--- src/rtl/wb_stage.sv ---
// Write-back stage: MEM/WB pipeline register, load extraction/extension,
// register-file write port, misaligned-load detection and retirement counter.
module wb_stage (
  input  logic        clk,
  input  logic        rst,
  input  logic        valid_in,
  input  logic        RegWrite_in,
  input  logic        MemtoReg_in,
  input  logic        PC2Reg_in,
  input  logic [4:0]  rd_in,
  input  logic [2:0]  funct3_in,
  input  logic [31:0] alu_result_in,
  input  logic [31:0] mem_rdata_in,
  input  logic [31:0] pc_in,
  input  logic        err_clr,
  output logic        RegWrite,
  output logic [4:0]  rd_out,
  output logic [31:0] Write_data,
  output logic        load_misaligned,
  output logic        err_sticky,
  output logic [31:0] instret
);

  logic        valid_reg;
  logic        regwrite_reg;
  logic        memtoreg_reg;
  logic        pc2reg_reg;
  logic [4:0]  rd_reg;
  logic [2:0]  funct3_reg;
  logic [31:0] alu_reg;
  logic [31:0] mdata_reg;
  logic [31:0] pc_reg;
  logic        err_reg;
  logic [31:0] instret_reg;

  logic [7:0]  byte_lane [4];
  logic [15:0] half_lane [2];
  logic [7:0]  sel_byte;
  logic [15:0] sel_half;
  logic [31:0] load_data;
  logic        misaligned;
  logic        retire;

  // A bubble clears only the control bits; the datapath fields are don't-care.
  always_ff @(posedge clk or posedge rst) begin
    if (rst) begin
      valid_reg    <= 1'b0;
      regwrite_reg <= 1'b0;
      memtoreg_reg <= 1'b0;
      pc2reg_reg   <= 1'b0;
      rd_reg       <= 5'd0;
      funct3_reg   <= 3'd0;
      alu_reg      <= 32'd0;
      mdata_reg    <= 32'd0;
      pc_reg       <= 32'd0;
    end else begin
      valid_reg    <= valid_in;
      regwrite_reg <= valid_in & RegWrite_in;
      memtoreg_reg <= valid_in & MemtoReg_in;
      pc2reg_reg   <= valid_in & PC2Reg_in;
      rd_reg       <= rd_in;
      funct3_reg   <= funct3_in;
      alu_reg      <= alu_result_in;
      mdata_reg    <= mem_rdata_in;
      pc_reg       <= pc_in;
    end
  end

  genvar gi;
  generate
    for (gi = 0; gi < 4; gi++) begin : g_byte
      assign byte_lane[gi] = mdata_reg[8*gi +: 8];
    end
    for (gi = 0; gi < 2; gi++) begin : g_half
      assign half_lane[gi] = mdata_reg[16*gi +: 16];
    end
  endgenerate

  assign sel_byte = byte_lane[alu_reg[1:0]];
  assign sel_half = half_lane[alu_reg[1]];

  always_comb begin
    load_data  = mdata_reg;
    misaligned = 1'b0;
    case (funct3_reg)
      3'b000: load_data = {{24{sel_byte[7]}}, sel_byte};
      3'b100: load_data = {24'd0, sel_byte};
      3'b001: begin
        load_data  = {{16{sel_half[15]}}, sel_half};
        misaligned = alu_reg[0];
      end
      3'b101: begin
        load_data  = {16'd0, sel_half};
        misaligned = alu_reg[0];
      end
      default: begin
        load_data  = mdata_reg;
        misaligned = |alu_reg[1:0];
      end
    endcase
  end

  assign load_misaligned = valid_reg & memtoreg_reg & misaligned;
  assign retire          = valid_reg & ~load_misaligned;

  always_comb begin
    Write_data = alu_reg;
    if (pc2reg_reg)
      Write_data = pc_reg + 32'd4;
    else if (memtoreg_reg)
      Write_data = load_data;
  end

  assign RegWrite   = valid_reg & regwrite_reg & (rd_reg != 5'd0) & ~load_misaligned;
  assign rd_out     = rd_reg;
  assign err_sticky = err_reg;
  assign instret    = instret_reg;

  // Setting the error takes priority over a clear arriving on the same edge.
  always_ff @(posedge clk or posedge rst) begin
    if (rst) begin
      err_reg     <= 1'b0;
      instret_reg <= 32'd0;
    end else begin
      if (load_misaligned)
        err_reg <= 1'b1;
      else if (err_clr)
        err_reg <= 1'b0;
      if (retire)
        instret_reg <= instret_reg + 32'd1;
    end
  end

endmodule

--- config.mk ---
export PLATFORM = sky130hd
export DESIGN_NAME = wb_stage
export DESIGN_NICKNAME = d
export VERILOG_FILES = /design/src/rtl/wb_stage.sv
export SDC_FILE = /design/constraint.sdc
export NUM_CORES = 1
export LEC_CHECK = 0
export ABC_CLOCK_PERIOD_IN_PS = 7600
export BUFFER_PORTS_ARGS = -buffer_cell sky130_fd_sc_hd__buf_2
export CORE_MARGIN = 8
export CORE_UTILIZATION = 45
export DETAILED_ROUTE_END_ITERATION = 8
export MAX_ROUTING_LAYER = met4
export PLACE_DENSITY = 0.75
export SYNTH_ARGS = -nofsm -noshare
export SYNTH_HDL_FRONTEND = slang
export SYNTH_SLANG_ARGS = --single-unit
--- constraint.sdc ---
create_clock -name clk -period 7.6 [get_ports clk]
set_input_delay 0.38 -clock clk [delete_from_list [all_inputs] [get_ports clk]]
set_output_delay 0.38 -clock clk [all_outputs]
set_load 0.02 [all_outputs]
Yosys cells after proc, flatten, opt, wreduce, memory -nomap -nowiden
Cells that the tools add are included.
{ "op_classes": {"shift": 0, "n_mul": 0, "order_cmp": 2, "n_reduce_logical": 6, "add_sub_neg": 2, "n_mux": 12, "eq_ne": 3, "bitwise_logic": 12, "n_div": 0} }
{ "op_table": {"columns": ["operator", "count"], "rows": [
  ["$pmux W32 S4", 1],
  ["$mux W32", 2],
  ["$mux W16", 3],
  ["$add A32 B1 Y32 const B", 1],
  ["$add A32 B3 Y32 const B", 1],
  ["$bmux W8 S2", 1],
  ["$mux W8", 2],
  ["$and A1 B1 Y1", 9],
  ["$eq A3 B3 Y1 const B", 2],
  ["$reduce_or A2 Y1", 3],
  ["$reduce_bool A5 Y1", 1],
  ["$eq A3 B1 Y1 const B", 1],
  ["$ge A3 B3 Y1 const B", 1],
  ["$logic_not A3 Y1", 1],
  ["$not A2 Y3", 1],
  ["$ge A2 B2 Y1 const B", 1],
  ["$mux W1", 2],
  ["$not A1 Y2", 1],
  ["$pmux W1 S2", 1],
  ["$reduce_bool A2 Y1", 1],
  ["$not A1 Y1", 1]
]} }
{ "totals": {"register_bits": 141, "mem_count": 0, "ram_bits": 0, "output_inout_bits": 72, "latchBits": 0, "rom_bits": 0, "input_bits": 111} }

Logic depth before layout (Yosys ltp)
Gate-level depths: netlist of the first run.
{ "depth": {"word_depth": 7, "ltp_mapped": 7, "ltp_nobuf": 6} }

Worst setup path before layout of the first run
No wires, ideal clock.
{ "synth_timing": {"path_kind": "flip-flop to output port", "start": "register pc_reg[2]", "end": "output port Write_data[18]", "path_buffers": 0, "stages_incl_launch_ff": 7, "arrival_ns": 1.953, "slack_ns": 5.267, "path_cell_list": "dfrtp_1 -> ha_1 -> nand3_2 -> nor4_4 -> nand3_1 -> xor2_1 -> a221oi_1"} }
{ "synth_via": {"elab_chain_len": 2} }
{ "synth_rtl": {"columns": ["item", "line_no", "source"], "rows": [
  ["from (decl)", "32", "logic [31:0] pc_reg;"],
  ["from (signal assigned)", "65", "pc_reg <= pc_in;"],
  ["$add A32 B3 Y32", "109", "Write_data = pc_reg + 32'd4;"],
  ["$mux W32", "108", "if (pc2reg_reg)"],
  ["to (decl)", "18", "output logic [31:0] Write_data,"]
]} }
No other way between the ends.

Worst setup path after layout of the first run
{ "layout_timing": {"start": "register alu_reg[1]", "end": "output port Write_data[30]"} }
{ "layout_via": {"elab_chain_len": 7} }
{ "layout_rtl": {"columns": ["item", "line_no", "source"], "rows": [
  ["from (decl)", "30", "logic [31:0] alu_reg;"],
  ["from (signal assigned)", "63", "alu_reg <= alu_result_in;"],
  ["$not A2 Y3 (not written as such) or $not A1 Y2 (tied branches)", "79, 80", null],
  ["$bmux W8 S2 or $mux W16 (tied branches)", "79, 80", null],
  ["$mux W8 (not written as such) or $mux W16 (tied branches) (2 in a row)", "79, 80", null],
  ["$pmux W32 S4 *", "85", "case (funct3_reg)"],
  ["$mux W32 *", "110", "else if (memtoreg_reg)"],
  ["$mux W32 *", "108", null]
]} }
Mark *: on every way between the ends. The rest lies on a longest branch, timed or not. The select of a mux whose other input is x is not followed.

==> results, run 1 <==
- The maximum buffer depth of the clock tree is 2.
- Detailed routing inserted a total of 4927 vias.
- The die is 133 um tall.
- Using the TritonRoute via totals, the vias-per-cell ratio works out to approximately 5.4.
- The number of buffers inserted to repair setup after CTS is 0.
- The final count of negative-setup-slack endpoints is 0.
- The simple-gate portion of the synthesized area is 0.160.
- The global-route usage over all layers is 0.213.
- The number of nets handed over by synthesis was approximately 650.
- The number of placed instances, taps included is just under 900.
- The power per unit of standard cell area is 249 mW/mm^2.
- The min-delay analysis places its worst path in the category input port to asynchronous set/reset pin.
- The xor/xnor share of the synthesized area is 0.0825.
- The maximum ir drop on the vdd rail is approximately 0.00020 V.
- The synthesis-to-layout area growth is 26.8%.
- After synthesis, the largest family of logic cells by area is simple AND/OR/NAND/NOR gates.
- The clock latency on the worst-skew pair is 0.42 ns.
- The headroom to the max-slew limit is 0.232.
- The post-synthesis sequential area ratio is 0.573.
- In this run the tool buffered the top-level ports with 182 buffer cells.
- After detailed placement, the total cell area comes to 0.00720 mm^2.
- The core area is 0.0133 mm^2.
- After technology mapping, the gate count stands at 540.
- The number of rows created at floorplan is between 40 and 50.
- The synthesized area per cell is roughly 11 um^2.
- Hold timing on the final database bottoms out at a slack of 0.0567 ns.
- around 180 I/O pins were placed.
- The count of antenna diodes in the layout is 0.
- The die covers 0.0177 mm^2.
- The path type of the worst setup path is flop to output port.
- After clock tree synthesis, the clock-pin slew on the worst setup and hold paths is 0.06 ns.
- For this run the aggregate overflow at the end of global routing stands at 0.
- STA classifies the critical path endpoint as an output port.
- The static leakage is 3.71 nW.
- The layout has 1145 filler cells.
- The number of standard cells in the final layout excluding fillers is 907.
- The number of global-route vias before repair is 5279.
- Setup repair after global routing left no endpoint under its margin.
- In this run, CTS created clock tree buffers numbering 17.
- Yosys printed 0 warnings.
- The maximum number of pins on one net before global-route repair is 75.
- The weighted congestion reported at the end of routability-driven placement is between 0.9 and 1.
- The routed design could run at a clock period as short as 3.32 ns.
- The mux contribution to synthesized area is 0.0124.
- The final setup skew is 0.00868 ns.
- Counting distinct cell types in the post-synthesis netlist gives 59.
- The number of hold-slack violations in the final timing report is 0.
- The H-tree generated during clock tree synthesis spans 4 levels.
- The effective utilization at floorplan is 0.463.
- Setup total negative slack on the finished layout was measured at 0 ns.
- At the pin with the least slew margin, the transition time is about 1.2 ns.
- The final design area excluding fillers is 0.00781 mm^2.
- In the final layout, the share of cells above drive strength 1 is 0.330.
- The post-DP HPWL is 13400 um.
- In this run the worst path has a maximum fanout of 27.
- The CTS tree is done.
- In this run, synthesis inferred 0 flip-flops with an integrated enable.
- The number of nets in the final layout is 831.
- The initial antenna violation count was 0.
- The max-slew violation count is 0.
- The most used flip-flop cell after synthesis is dfrtp_1.
- The post-detailed-routing wire length is around 18000 um.
- The tool flagged a number of max-cap violations equal to 0.
- The mean routed wirelength per cell is 19.8 um.
- In this run the remaining antenna-violating nets after routing total 0.
- In the finished design, the share of the clock period the worst path needs comes to 0.437.
- The adder-cell share of the synthesized area is 0.00406.
- The total of flip-flops plus latches after synthesis is 141.
- The complex-gate fraction of the synthesized area is 0.138.
- The flow ran to the end, and the final reports show no timing, DRC or antenna violations.
- The first-iteration detailed-routing DRC count is 279.
- The peak clock frequency supported by timing is around 300 MHz.
- The number of gates resized after CTS is 0.
- The type of element launching the critical path is a flop.
- The DRC violation count after routing is 0.
- The number of hold-repair buffers added at the cts stage is 0.
- The first detailed-routing pass ran for 5 iterations.
- In this run the horizontal extent of the chip is 133 um.
- The root buffer cell is clkbuf_16.
- The cell area that synthesis handed to floorplanning was 0.00616 mm^2.
- In the synthesized netlist the async set-or-reset flop fraction comes to 1.00.
- The wire length of the first global-routing pass is 28600 um.
- The tree built by TritonCTS fans out to 141 sinks.
- STA puts the critical path data arrival time at around 2.9 ns.
- Data on the critical path is required at its endpoint by 7.22 ns.
[per-layer routing]
| metal | up-vias | wire length [um] | global-route usage | part of all wire |
|---|---|---|---|---|
| met5 | - | 0 | - | 0 |
| met4 | 0 | 362 | 0.0744 | 0.020 |
| met3 | 22 | 809 | 0.0488 | 0.045 |
| met2 | 185 | 9060 | 0.343 | 0.50 |
| met1 | 2429 | 7760 | 0.259 | 0.43 |
| li1 | 2291 | - | - | - |
[critical path, cell delays in order, from the launching register on]
cell and delay (ns):
dfrtp_1 0.89, mux2_2 0.46, mux2_2 0.31, a21o_1 0.36, o22ai_1 0.21, mux2i_1 0.09, buf_2 0.20
[Yosys cell counts (all sizes together), types with 5 or more instances]
master     n  area share
o21ai      6      0.0049
and2       5      0.0051
o221ai     6      0.0085
o21bai    10       0.012
a31oi      6      0.0061
nand3     27       0.027
xor2      25       0.036
and3       6      0.0061
nand2     27       0.017
nand4     16       0.016
nor3      10      0.0089
a21o      13       0.016
a221oi     6      0.0085
inv       17       0.010
nor2      42       0.026
nor2b     11       0.011
buf       10      0.0098
mux2       5      0.0091
clkbuf    16      0.0098
a21oi     28       0.023
xnor2     33       0.047
o2bb2ai    9       0.013
nor4       9       0.017
a22oi      7      0.0093
dfrtp    141        0.57
[final timing paths]
check	startpoint	to	slack (ns)	cells past startpoint
worst min register to register	instret[31]	instret[31]	0.48	1
worst max-delay path	alu_reg[1]	Write_data[30]	4.28	6
min in group clk	mem_rdata_in[23]	mdata_reg[23]	0.06	1
worst max register to register	alu_reg[1]	instret[26]	5.44	5
worst min-delay path	rst	pc_reg[17]	0.06	2
max in group asynchronous	rst	pc2reg_reg	6.19	3
[through the flow]
stage / util / setup slack (ns) / power, mW
after floorplan: - / 3.44 / 1.01
after global placement: 0.542 / 4.87 / 1.11
final: 0.587 / 4.28 / 1.95
after CTS: 0.587 / 4.31 / 1.96
after global routing: 0.587 / 4.14 / 2.03
after detailed placement: 0.542 / 4.76 / 1.12
[report_power, final]
part / switching [mW] / leakage [nW] / internal [mW]
registers: 0.0507 / 1.71 / 0.798
clock network: 0.318 / 0.287 / 0.528
logic: 0.151 / 1.71 / 0.101
[layout make-up]
class | instances | area [um^2] | area share
sequential | 141 | 3530 | 0.452
multi-input combinational | 356 | 2450 | 0.313
timing repair buffer | 185 | 933 | 0.120
clock buffer | 20 | 447 | 0.0572
tap | 176 | 220 | 0.0282
clock inverter | 12 | 161 | 0.0207
inverter | 17 | 68.8 | 0.00881
[cell usage in the layout (no fill, tap or decap), drive strengths merged, types with 10 or more instances in the layout]
cell    Yosys  final
buf        10    185
dfrtp     141    141
nor2       42     42
xnor2      33     33
a21oi      28     28
nand2      27     27
nand3      27     27
xor2       25     25
clkbuf     16     20
inv        17     19
nand4      16     16
a21o       13     13
nor2b      11     11
o21bai     10     10
nor3       10     10
[cells by family after synthesis]
family          Yosys count
simple gates            171
mux                       7
fa+ha+maj                 2
xor+xnor                 58
buf+inv                  43
flops                   141
compound gates          118
No activity file was read; power rests on OpenSTA's default activity.
==> run 2: changes to the inputs <==
--- a/config.mk
+++ b/config.mk
@@ -5,7 +5,7 @@
 export SDC_FILE = /design/constraint.sdc
 export NUM_CORES = 1
 export LEC_CHECK = 0
-export ABC_CLOCK_PERIOD_IN_PS = 7600
+export ABC_CLOCK_PERIOD_IN_PS = 3450
 export BUFFER_PORTS_ARGS = -buffer_cell sky130_fd_sc_hd__buf_2
 export CORE_MARGIN = 8
 export CORE_UTILIZATION = 45
==> constraint.sdc (replaced) <==
create_clock -name clk -period 3.45 [get_ports clk]
set_input_delay 0.1725 -clock clk [delete_from_list [all_inputs] [get_ports clk]]
set_output_delay 0.1725 -clock clk [all_outputs]
set_load 0.02 [all_outputs]
==> run 2 against run 1 <==
Net effect:
- global-route usage up 3.2 points
- register-to-register slack worse by 4.1 ns
- clock skew down 0.0029 ns
- clock power up 140%
- combinational power rose to 2.7 times the previous value
- first-iteration DRC count up 52%
- count of clock-buffer cells in the layout down 1
==> results, run 2 (synthesis gave the netlist of run 1 again) <==
- The post-route setup TNS is 0 ns (unchanged).
- The worst-margin pin slew is 1.14 ns (-0.0152 ns).
- On the critical path the largest part of the delay comes from multiplexers.
- The number of standard cells in the final layout excluding fillers is 1024 (+13%).
- The number of hold-repair buffers added at the cts stage is 109 (+109).
- The post-DP HPWL is 13600 um (+2.1%).
- The critical path starts at alu_reg[1].
- The maximum number of pins on one net before global-route repair is 67 (-11%).
- The weighted congestion reported at the end of routability-driven placement was 0.901 (-0.71%).
- The top-level port count is 183 (unchanged).
- The die extent in y is 133 um (unchanged).
- The maximum buffer depth of the clock tree came to 2 (unchanged).
- The DRC violation count after routing is 0 (unchanged).
- The fraction of layout instances using a drive strength above 1 is 0.292 (-0.0374).
- The final count of negative-setup-slack endpoints is 0 (unchanged).
- The clock latency on the worst-skew pair is 0.42 ns (about the same).
- The effective utilization at floorplan is 0.463 (unchanged).
- Traced cell by cell, the critical path runs through mux2_2, mux2_2, a21o_1, o22ai_1, mux2i_1, buf_2.
- The depth of the worst register-to-register path is 6 (+1).
- Dividing the final minimum period by the clock period gives 0.814.
- The static leakage came to 4.21 nW (+14%).
- The logic depth of the worst path, buffers included is 6 (unchanged).
- The power per unit of standard cell area is 506 mW/mm^2 (+100%).
- The floorplan die area came to 0.0177 mm^2 (unchanged).
- The detailed-route vias per instance was 5.47 (+0.64%).
- The worst setup path is launched from a flop.
- The post-detailed-routing wire length came to 20800 um (+15%).
- The peak per-stage delay on the critical path is 0.63 ns (-0.26 ns).
- The initial antenna violation count is 2 (+2).
- The number of iterations in the first detailed-routing pass is 5 (unchanged).
- The mean routed wirelength per cell is 20.3 um (+2.3%).
- The residual antenna-violating net count after detailed routing was 0 (unchanged).
- The final design area excluding fillers came to 0.00900 mm^2 (+15%).
- The min-delay analysis places its worst path in the category input port to flop.
- The number of nets in the final layout was 945 (+14%).
- The number of placed instances, taps included is 880 (+0.57%).
- The die extent in x came to 133 um (unchanged).
- TritonCTS built the clock tree.
- The termination of the worst setup path is Write_data[30].
- The flow ran to the end, and the final reports show no timing, DRC or antenna violations.
- The element type at the critical path end is an output port.
- The clock edge transition at the registers on the reported setup and hold paths is 0.06 ns (about the same).
- Among all stages on the critical path, the largest delay is contributed by dfrtp_1.
- The maximum ir drop on the vdd rail came to 0.000387 V (+91%).
- The max-slew violation count is 0 (unchanged).
- The number of levels in the clock H-tree is 4 (unchanged).
- The number of rows created at floorplan came to 42 (unchanged).
- The worst path buffer plus inverter count was 1 (unchanged).
- The number of hold-slack violations in the final timing report is 0 (unchanged).
- The register area is 0.00353 mm^2 (unchanged).
- The headroom to the max-slew limit is 0.242 (+0.0101).
- The worst reg-to-reg setup slack is 1.38 ns (-4.06 ns).
- In the layout the commonest cells are buf_2, dfrtp_1, dlygate4sd3_1.
- Setup repair after global routing left no endpoint under its margin.
- The total cell area at the placement stage is 0.00725 mm^2 (+0.68%).
- The final setup skew is 0.00574 ns (-0.00294 ns).
- The core area is 0.0133 mm^2 (unchanged).
- The clock sink count is 141 (unchanged).
- The global-route usage over all layers was 0.245 (+0.0319).
- Relative to the synthesized area, the layout overhead comes to 46.2%.
- The total overflow reported by the global router came to 0 (unchanged).
- The first-iteration detailed-routing DRC count is 423 (+52%).
- The wire length of the first global-routing pass is 32800 um (+15%).
- The endpoint required time on the critical path came to 3.28 ns (-3.94 ns).
- The quantity of I/O buffers inserted on ports is 182 (unchanged).
- The number of buffers inserted to repair setup after CTS is 0 (unchanged).
- The filler cell count is 937 (-18%).
- The total area of multi-input combinational cells is 0.00245 mm^2 (unchanged).
- The peak clock frequency supported by timing is 356 MHz.
- The number of violations of the max-capacitance limit is 0 (unchanged).
- The number of global-route vias before repair is 6059 (+15%).
- The CTS buffer count is 17 (unchanged).
- The number of gates resized after CTS was 0 (unchanged).
- The path type of the worst setup path is flop to output port.
- The top fanout value on the critical path is 14 (-48%).
- The clock period could shrink to 2.81 ns.
- The most common cell after layout, fill and taps aside is buf_2.
- The data arrival time of the critical path is 2.63 ns (-0.31 ns).
- Clock tree synthesis selected as its root buffer the cell clkbuf_16.
- The cell that appears most often on the critical path is mux2_2.
- The worst reg2reg path startpoint is funct3_reg[1].
- The reg-to-reg endpoint is instret[26].
- The total via count after detailed routing came to 5598 (+14%).
## run 2: how the worst min path moves through the flow
stage,startpoint,to,slack (ns),cells after the start
finish,err_clr,err_sticky,0.04,3
global route,err_clr,err_sticky,0.04,3
CTS,err_clr,err_sticky,0.02,3
detailed placement,mem_rdata_in[30],mdata_reg[30],0.28,1
global placement,mem_rdata_in[18],mdata_reg[18],0.28,1
floorplan,alu_result_in[0],alu_reg[0],0.20,0
## run 2: through the flow
step | util | hold slack [ns] | total power, mW | worst slack, ns
2_1_floorplan | - | 0.204 | 2.22 | 1.32
4_1_cts | 0.677 | 0.0216 | 4.57 | 0.663
5_1_grt | 0.677 | 0.0376 | 4.72 | 0.530
6_report | 0.677 | 0.0380 | 4.55 | 0.643
3_5_place_dp | 0.545 | 0.282 | 2.46 | 1.12
3_3_place_gp | 0.545 | 0.280 | 2.45 | 1.20
## run 2: layout make-up
| cell class | count | area share |
|---|---|---|
| diodes | 3 | 0.000834 |
| flip-flops and latches | 141 | 0.392 |
| clock buffers | 19 | 0.0492 |
| multi-input cells | 356 | 0.272 |
| repair buffers | 299 | 0.230 |
| inverters | 17 | 0.00751 |
| clock inverters | 13 | 0.0236 |
| well taps | 176 | 0.0245 |
## run 2: power by group
group	switching (mW)	leakage (nW)	total [mW]	internal [mW]
combinational	0.363	2.19	0.671	0.309
sequential	0.116	1.71	1.87	1.76
clock	0.705	0.310	2.01	1.31
## run 2: worst register-to-register path: cells and delay by family (launching register included)
kind | cells | cell delay (ns)
AO/OA/AOI/OAI | 1 | 0.12
XOR/XNOR | 1 | 0.18
buffers and inverters | 1 | 0.30
flip-flops | 1 | 0.61
AND/OR/NAND/NOR | 3 | 0.78
## run 2: layer usage
metal,track usage,vias up,share of wire
met1,0.281,2735,0.39
li1,-,2523,-
met4,0.132,0,0.040
met3,0.0462,59,0.060
met2,0.401,281,0.51
met5,-,-,0
